### config.mk
export PLATFORM = sky130hd
export DESIGN_NAME = br_prediction_btb
export DESIGN_NICKNAME = d
export VERILOG_FILES = /design/src/rtl/br_prediction_btb.sv
export SDC_FILE = /design/constraint.sdc
export NUM_CORES = 2
export LEC_CHECK = 0
export CAP_MARGIN = 20
export CORE_UTILIZATION = 45
export DETAILED_ROUTE_END_ITERATION = 10
export HOLD_SLACK_MARGIN = 0.03
export PLACE_DENSITY_LB_ADDON = 0.2
export SLEW_MARGIN = 20
export SYNTH_ARGS = -nofsm -noshare
export SYNTH_HDL_FRONTEND = slang
export SYNTH_SLANG_ARGS = --single-unit
### constraint.sdc
create_clock -name i_clk -period 8.25 [get_ports i_clk]
set_input_delay 1.65 -clock i_clk [delete_from_list [all_inputs] [get_ports i_clk]]
set_output_delay 1.65 -clock i_clk [all_outputs]
set_load 0.01 [all_outputs]
### src/rtl/br_prediction_btb.sv
// br_prediction_btb
// Direct-mapped branch target buffer with per-entry saturating counters.
// The fetch side looks up the current PC combinationally. The resolve side
// trains the table on the rising clock edge.
//
// Ports:
//   i_clk, i_rst             clock, synchronous active-high reset
//   i_br_update_*            resolved-branch training port from the BRU
//   i_current_pc             fetch PC to predict
//   o_prd_taken              prediction hit and counter says taken
//   o_prd_target             predicted next PC (table target, or PC+4)
//   o_perf_branches          accepted updates (wraps at 2^32)
//   o_perf_mispred           accepted updates whose direction was mispredicted
//
// Update port handshake: the port is valid-only, with no ready. A training
// beat is consumed on every rising edge where
// i_br_update_en && i_br_update_valid. The BRU can never be stalled.
//
// Parameters:
//   ENTRIES  number of entries, power of two, >= 2
//   CTR_W    saturating counter width, >= 1
//   EN_PRED  0 holds o_prd_taken low while the table keeps training
module br_prediction_btb #(
    parameter int ENTRIES = 64,
    parameter int CTR_W   = 2,
    parameter bit EN_PRED = 1'b1
) (
    input  logic        i_clk,
    input  logic        i_rst,
    input  logic        i_br_update_en,
    input  logic        i_br_update_valid,
    input  logic        i_br_update_taken,
    input  logic        i_br_update_already_prd,
    input  logic [31:0] i_br_update_pc,
    input  logic [31:0] i_br_update_target,
    input  logic [31:0] i_current_pc,
    output logic [31:0] o_prd_target,
    output logic        o_prd_taken,
    output logic [31:0] o_perf_branches,
    output logic [31:0] o_perf_mispred
);

    localparam int IDX_W = $clog2(ENTRIES);
    localparam int TAG_W = 32 - IDX_W - 2;

    // Weakly taken is the MSB alone; weakly not-taken is the value just below it.
    localparam int unsigned WT_INT = 1 << (CTR_W - 1);
    localparam logic [CTR_W-1:0] CTR_WT  = CTR_W'(WT_INT);
    localparam logic [CTR_W-1:0] CTR_WNT = CTR_W'(WT_INT - 1);
    localparam logic [CTR_W-1:0] CTR_MAX = '1;
    localparam logic [CTR_W-1:0] CTR_ONE = CTR_W'(1);

    logic             valid_q  [ENTRIES];
    logic [TAG_W-1:0] tag_q    [ENTRIES];
    logic [31:0]      target_q [ENTRIES];
    logic [CTR_W-1:0] ctr_q    [ENTRIES];

    // ---------------- lookup ----------------
    logic [IDX_W-1:0] cur_idx;
    logic [TAG_W-1:0] cur_tag;
    logic             cur_hit;

    assign cur_idx = i_current_pc[IDX_W+1:2];
    assign cur_tag = i_current_pc[31:IDX_W+2];
    assign cur_hit = valid_q[cur_idx] && (tag_q[cur_idx] == cur_tag);

    // No bypass from the update port: a same-cycle update to this index
    // becomes visible only after the edge.
    assign o_prd_taken  = EN_PRED && cur_hit && ctr_q[cur_idx][CTR_W-1];
    assign o_prd_target = o_prd_taken ? target_q[cur_idx] : (i_current_pc + 32'd4);

    // ---------------- update ----------------
    logic             upd;
    logic [IDX_W-1:0] upd_idx;
    logic [TAG_W-1:0] upd_tag;
    logic             upd_hit;
    logic             upd_write_tgt;
    logic [CTR_W-1:0] upd_ctr;

    assign upd     = i_br_update_en && i_br_update_valid;
    assign upd_idx = i_br_update_pc[IDX_W+1:2];
    assign upd_tag = i_br_update_pc[31:IDX_W+2];
    assign upd_hit = valid_q[upd_idx] && (tag_q[upd_idx] == upd_tag);

    // Next counter value for the addressed entry. A not-taken miss leaves it
    // alone. A taken miss allocates the entry at weakly-taken.
    always_comb begin
        upd_ctr = ctr_q[upd_idx];
        if (upd_hit) begin
            if (i_br_update_taken) begin
                if (ctr_q[upd_idx] != CTR_MAX) upd_ctr = ctr_q[upd_idx] + CTR_ONE;
            end else begin
                if (ctr_q[upd_idx] != '0) upd_ctr = ctr_q[upd_idx] - CTR_ONE;
            end
        end else if (i_br_update_taken) begin
            upd_ctr = CTR_WT;
        end
    end

    // The target is written on any taken update. On a hit this refreshes the
    // target. On a miss it is part of the allocation.
    assign upd_write_tgt = upd && i_br_update_taken;

    // Valid bits and counters carry reset. Reset wins over a concurrent update.
    always_ff @(posedge i_clk) begin
        if (i_rst) begin
            for (int i = 0; i < ENTRIES; i++) begin
                valid_q[i] <= 1'b0;
                ctr_q[i]   <= CTR_WNT;
            end
        end else if (upd) begin
            ctr_q[upd_idx] <= upd_ctr;
            if (!upd_hit && i_br_update_taken) valid_q[upd_idx] <= 1'b1;
        end
    end

    // Tag and target are don't-care until the valid bit is set, so they have
    // no reset.
    always_ff @(posedge i_clk) begin
        if (!i_rst && upd_write_tgt) begin
            target_q[upd_idx] <= i_br_update_target;
            if (!upd_hit) tag_q[upd_idx] <= upd_tag;
        end
    end

    // ---------------- performance counters ----------------
    always_ff @(posedge i_clk) begin
        if (i_rst) begin
            o_perf_branches <= '0;
            o_perf_mispred  <= '0;
        end else if (upd) begin
            o_perf_branches <= o_perf_branches + 32'd1;
            if (i_br_update_already_prd != i_br_update_taken)
                o_perf_mispred <= o_perf_mispred + 32'd1;
        end
    end

endmodule

==> reports/results.txt <==
most used flip-flop cell after synthesis: sky130_fd_sc_hd__edfxtp_1
clock-pin slew of the registers on the worst-case setup and hold paths: 60 ps
cell-by-cell listing of the critical path: buf_6 > buf_4 > buf_4 > nor2_1 > buf_4 > and3_1 > a31oi_1 > nand4_1 > nor3_2 > xnor2_1 > or4_1 > or3_1 > or4_1 > nor4_4 > buf_4 > buf_12
maximum fanout count along the critical path: 19
final sum of negative setup slack: -88.2 ps
Slew Viols, Final: 0
DIE HEIGHT: 607 um
Synth Net Count: 8,757
result of the run: finished with violations
clock sink count: 3,840
num rows: 221
post-detail-place hpwl: 373,000 um
cell with the largest stage delay on the worst path: sky130_fd_sc_hd__nor4_4
post-place instance area: 0.177 mm2
power density normalized to cell area: 224 mW/mm2
data arrival time at the worst-slack endpoint: 6650 ps
end-of-flow core utilization: 52.4%
full die area: 0.369 mm2
worst-case setup margin in the final layout: -54.1 ps
placeable core area: 0.364 mm2
number of antenna violations at the first check in global routing: 51
Cells after Synth: 8,652
worst slack at placement: -609 ps
CP endpoint kind: output port
Worst Path Required: 6600 ps
cell area after technology mapping: 0.165 mm2
number of nets in the layout: 9,360
root buffer cell: sky130_fd_sc_hd__clkbuf_16
async set-or-reset flop fraction in the synthesized netlist: 0%
via total after detailed routing: 99,000
number of register bits inferred by synthesis: 3,840
TritonCTS clock tree: done
overall global routing resource usage: 31.4%
number of flops mapped to enable cells by yosys: 3,712
crit path time final: 8300 ps
endpoints failing setup: 6
number of standard cells in the final layout excluding fillers: 14,400
hold bufs inserted after CTS: 0
H-tree level count: 5
worst-case clock skew: 96.9 ps
worst setup path class: primary input to output port
final routed wire length divided by cell count: 40.9 um
average cell area after synthesis: 19.1 um2
initial standard-cell utilization of the core: 45.4%
max-cap check violation count: 0
detailed router's first-iteration violation count: 16,000
number of warnings reported in the yosys synthesis log: 0
Synth-to-Final Area Change: 15.5%
Max Clock Freq: 120 MHz
Placed Instances: 13,600
post-synthesis sequential area ratio: 69.1%
total overflow reported by the global router: 0
via count of the first global-routing pass: 96,900
Pre-Repair DR Iteration Count: 8
Detailed Route WL: 591,000 um
path type of the worst min-delay path: flip-flop to flip-flop
slew of the pin with the lowest slew margin: 1310 ps
DRC viols: 0
number of nets still failing antenna checks after routing: 0
routability cong.: 0.988
peak supply drop: 210 uV
post-route standard cell area excluding fillers: 0.190 mm2
worst hold slack after final layout: 475 ps
deepest clock path buffer count: 4
post-layout total power: 42.6 mW
headroom to the max-slew limit: 12.7%
routed via count divided by cell count: 6.86
wire length of the first global-routing pass: 802,000 um
horizontal die dimension: 607 um
largest net degree at the start of global routing: 123
Critical Path Most Common Cell: sky130_fd_sc_hd__buf_4
number of inserted filler cells in the final layout: 28,700
CP max stage delay: 700 ps
Final Hold Violating Endpoints: 0
portion of the clock cycle consumed by the worst path in the final layout: 101%
LEAKAGE: 60.2 nW
violations in the final reports: setup timing
share of final-layout standard cells stronger than drive strength 1: 30.9%
unrepaired setup endpoints after global routing: no
# IOs: 199
distinct cell type count of the synthesized netlist: 99
PortBufs: 196
clock insertion delay at the later pin of the skew report: 990 ps
number of buffers added by the clock tree synthesis step: 403
crit start category: primary input
[cells by family after synthesis]
logic type	count (synthesis)	synth area share [%]
simple gates	1055	3.45
fa+ha+maj	3	0.0228
compound gates	1132	5.20
buf+inv	780	2.31
xor+xnor	122	0.648
flops	3840	69.1
mux	1720	19.2
[layer usage]
| layer | part of all wire (%) | GRT usage, % | wire length, um | vias up |
|---|---|---|---|---|
| li1 | - | - | - | 37900 |
| met1 | 36 | 40.7 | 211000 | 52300 |
| met2 | 46 | 48.2 | 269000 | 7151 |
| met3 | 11 | 6.78 | 65300 | 1639 |
| met4 | 7.6 | 19.8 | 44600 | 10 |
| met5 | 0.012 | 0 | 72 | - |
[final timing paths]
kind         cells past startpoint  slack [ps]                    start                      to
min                              2         480      valid_q[38]$_DFF_P_     valid_q[38]$_DFF_P_
min reg2reg                      2         480      valid_q[38]$_DFF_P_     valid_q[38]$_DFF_P_
max                             16         -50          i_current_pc[5]             o_prd_taken
max reg2reg                     15        3190  tag_q[23][20]$_DFFE_PP_  tag_q[39][0]$_DFFE_PP_
[registers in the layout, summed over array words and instances, names as in the netlist]
register and count:
ctr_q 128, o_perf_branches 32, o_perf_mispred 32, tag_q 1536, target_q 2048, valid_q 64
[where the power goes]
part | switching [mW] | leakage [nW] | total (mW) | internal [mW]
Clock | 7.65 | 6.21 | 17.8 | 10.2
Sequential | 0.0180 | 34.4 | 21.4 | 21.4
Combinational | 2.14 | 19.7 | 3.31 | 1.17
Total | 9.81 | 60.2 | 42.6 | 32.8
[what timing repair did]
action                                  4_1_cts  5_1_grt
pin swaps                                     1        1
setup buffers                                 1        0
endpoints found under the setup margin       33       33
cloned                                        1        2
resized for setup                             8       11
[cells in the final DEF (no fill, tap or decap), types with 95 or more instances in the layout]
cell / Yosys / final
sky130_fd_sc_hd__mux2_2: 216 / 216
sky130_fd_sc_hd__buf_12: 2 / 185
sky130_fd_sc_hd__mux2i_1: 365 / 364
sky130_fd_sc_hd__a221oi_1: 137 / 137
sky130_fd_sc_hd__nand2_1: 205 / 201
sky130_fd_sc_hd__nor2_1: 243 / 200
sky130_fd_sc_hd__clkdlybuf4s50_1: 0 / 128
sky130_fd_sc_hd__edfxtp_1: 3712 / 3712
sky130_fd_sc_hd__dfxtp_1: 128 / 128
sky130_fd_sc_hd__clkinv_1: 1 / 95
sky130_fd_sc_hd__clkbuf_1: 230 / 100
sky130_fd_sc_hd__mux4_2: 1118 / 1118
sky130_fd_sc_hd__o22ai_1: 156 / 156
sky130_fd_sc_hd__clkbuf_16: 0 / 411
sky130_fd_sc_hd__a22oi_1: 197 / 196
sky130_fd_sc_hd__o21ai_0: 104 / 100
sky130_fd_sc_hd__buf_4: 52 / 477
[critical path, delay by kind of cell]
family | cells | cell delay, ps
and+or+nand+nor | 8 | 2930
buffers and inverters | 6 | 1610
AOI/OAI and AO/OA | 1 | 260
xor gates and xnor gates | 1 | 160
[synthesized netlist by cell type (14+ instances only)]
cell | instances | area (um2)
sky130_fd_sc_hd__mux2_2 | 216 | 2430
sky130_fd_sc_hd__clkbuf_1 | 230 | 863
sky130_fd_sc_hd__nand4_1 | 43 | 269
sky130_fd_sc_hd__buf_4 | 52 | 390
sky130_fd_sc_hd__o22ai_1 | 156 | 976
sky130_fd_sc_hd__buf_1 | 77 | 289
sky130_fd_sc_hd__inv_1 | 113 | 424
sky130_fd_sc_hd__a211oi_1 | 41 | 308
sky130_fd_sc_hd__o31ai_1 | 16 | 120
sky130_fd_sc_hd__a221oi_1 | 137 | 1200
sky130_fd_sc_hd__nand3_1 | 80 | 400
sky130_fd_sc_hd__mux4_2 | 1118 | 25200
sky130_fd_sc_hd__o221ai_1 | 26 | 228
sky130_fd_sc_hd__a31oi_1 | 40 | 250
sky130_fd_sc_hd__o21ai_0 | 104 | 521
sky130_fd_sc_hd__o211ai_1 | 16 | 120
sky130_fd_sc_hd__a21oi_1 | 83 | 415
sky130_fd_sc_hd__nor4_1 | 77 | 482
sky130_fd_sc_hd__buf_2 | 256 | 1280
sky130_fd_sc_hd__and2_1 | 16 | 100
sky130_fd_sc_hd__buf_6 | 42 | 473
sky130_fd_sc_hd__o22a_1 | 14 | 123
sky130_fd_sc_hd__edfxtp_1 | 3712 | 111000
sky130_fd_sc_hd__mux2i_1 | 365 | 3650
sky130_fd_sc_hd__o2bb2ai_1 | 31 | 272
sky130_fd_sc_hd__or2_2 | 73 | 457
sky130_fd_sc_hd__nand3_2 | 60 | 601
sky130_fd_sc_hd__xor2_1 | 63 | 552
sky130_fd_sc_hd__and3_1 | 25 | 156
sky130_fd_sc_hd__a222oi_1 | 20 | 200
sky130_fd_sc_hd__nor3_1 | 91 | 455
sky130_fd_sc_hd__a221o_1 | 88 | 881
sky130_fd_sc_hd__xnor2_1 | 59 | 517
sky130_fd_sc_hd__o32ai_1 | 31 | 272
sky130_fd_sc_hd__a22oi_1 | 197 | 1480
sky130_fd_sc_hd__dfxtp_1 | 128 | 2560
sky130_fd_sc_hd__nor2_1 | 243 | 912
sky130_fd_sc_hd__nand2_1 | 205 | 769
sky130_fd_sc_hd__nor2b_1 | 41 | 257
sky130_fd_sc_hd__or3_1 | 19 | 119
sky130_fd_sc_hd__nand2b_1 | 18 | 113
sky130_fd_sc_hd__a22o_1 | 67 | 587
[layout make-up]
cell class	count	area, um2	area share [%]
Clock buffer	513	10700	5.60
Clock inverter	228	2110	1.11
Tap cell	4794	6000	3.15
Inverter	118	463	0.243
Multi-Input combinational cell	4032	47900	25.2
Antenna cell	47	118	0.0618
Timing Repair Buffer	860	9130	4.80
Sequential cell	3840	114000	59.9
(Power assumes the default switching activity.)
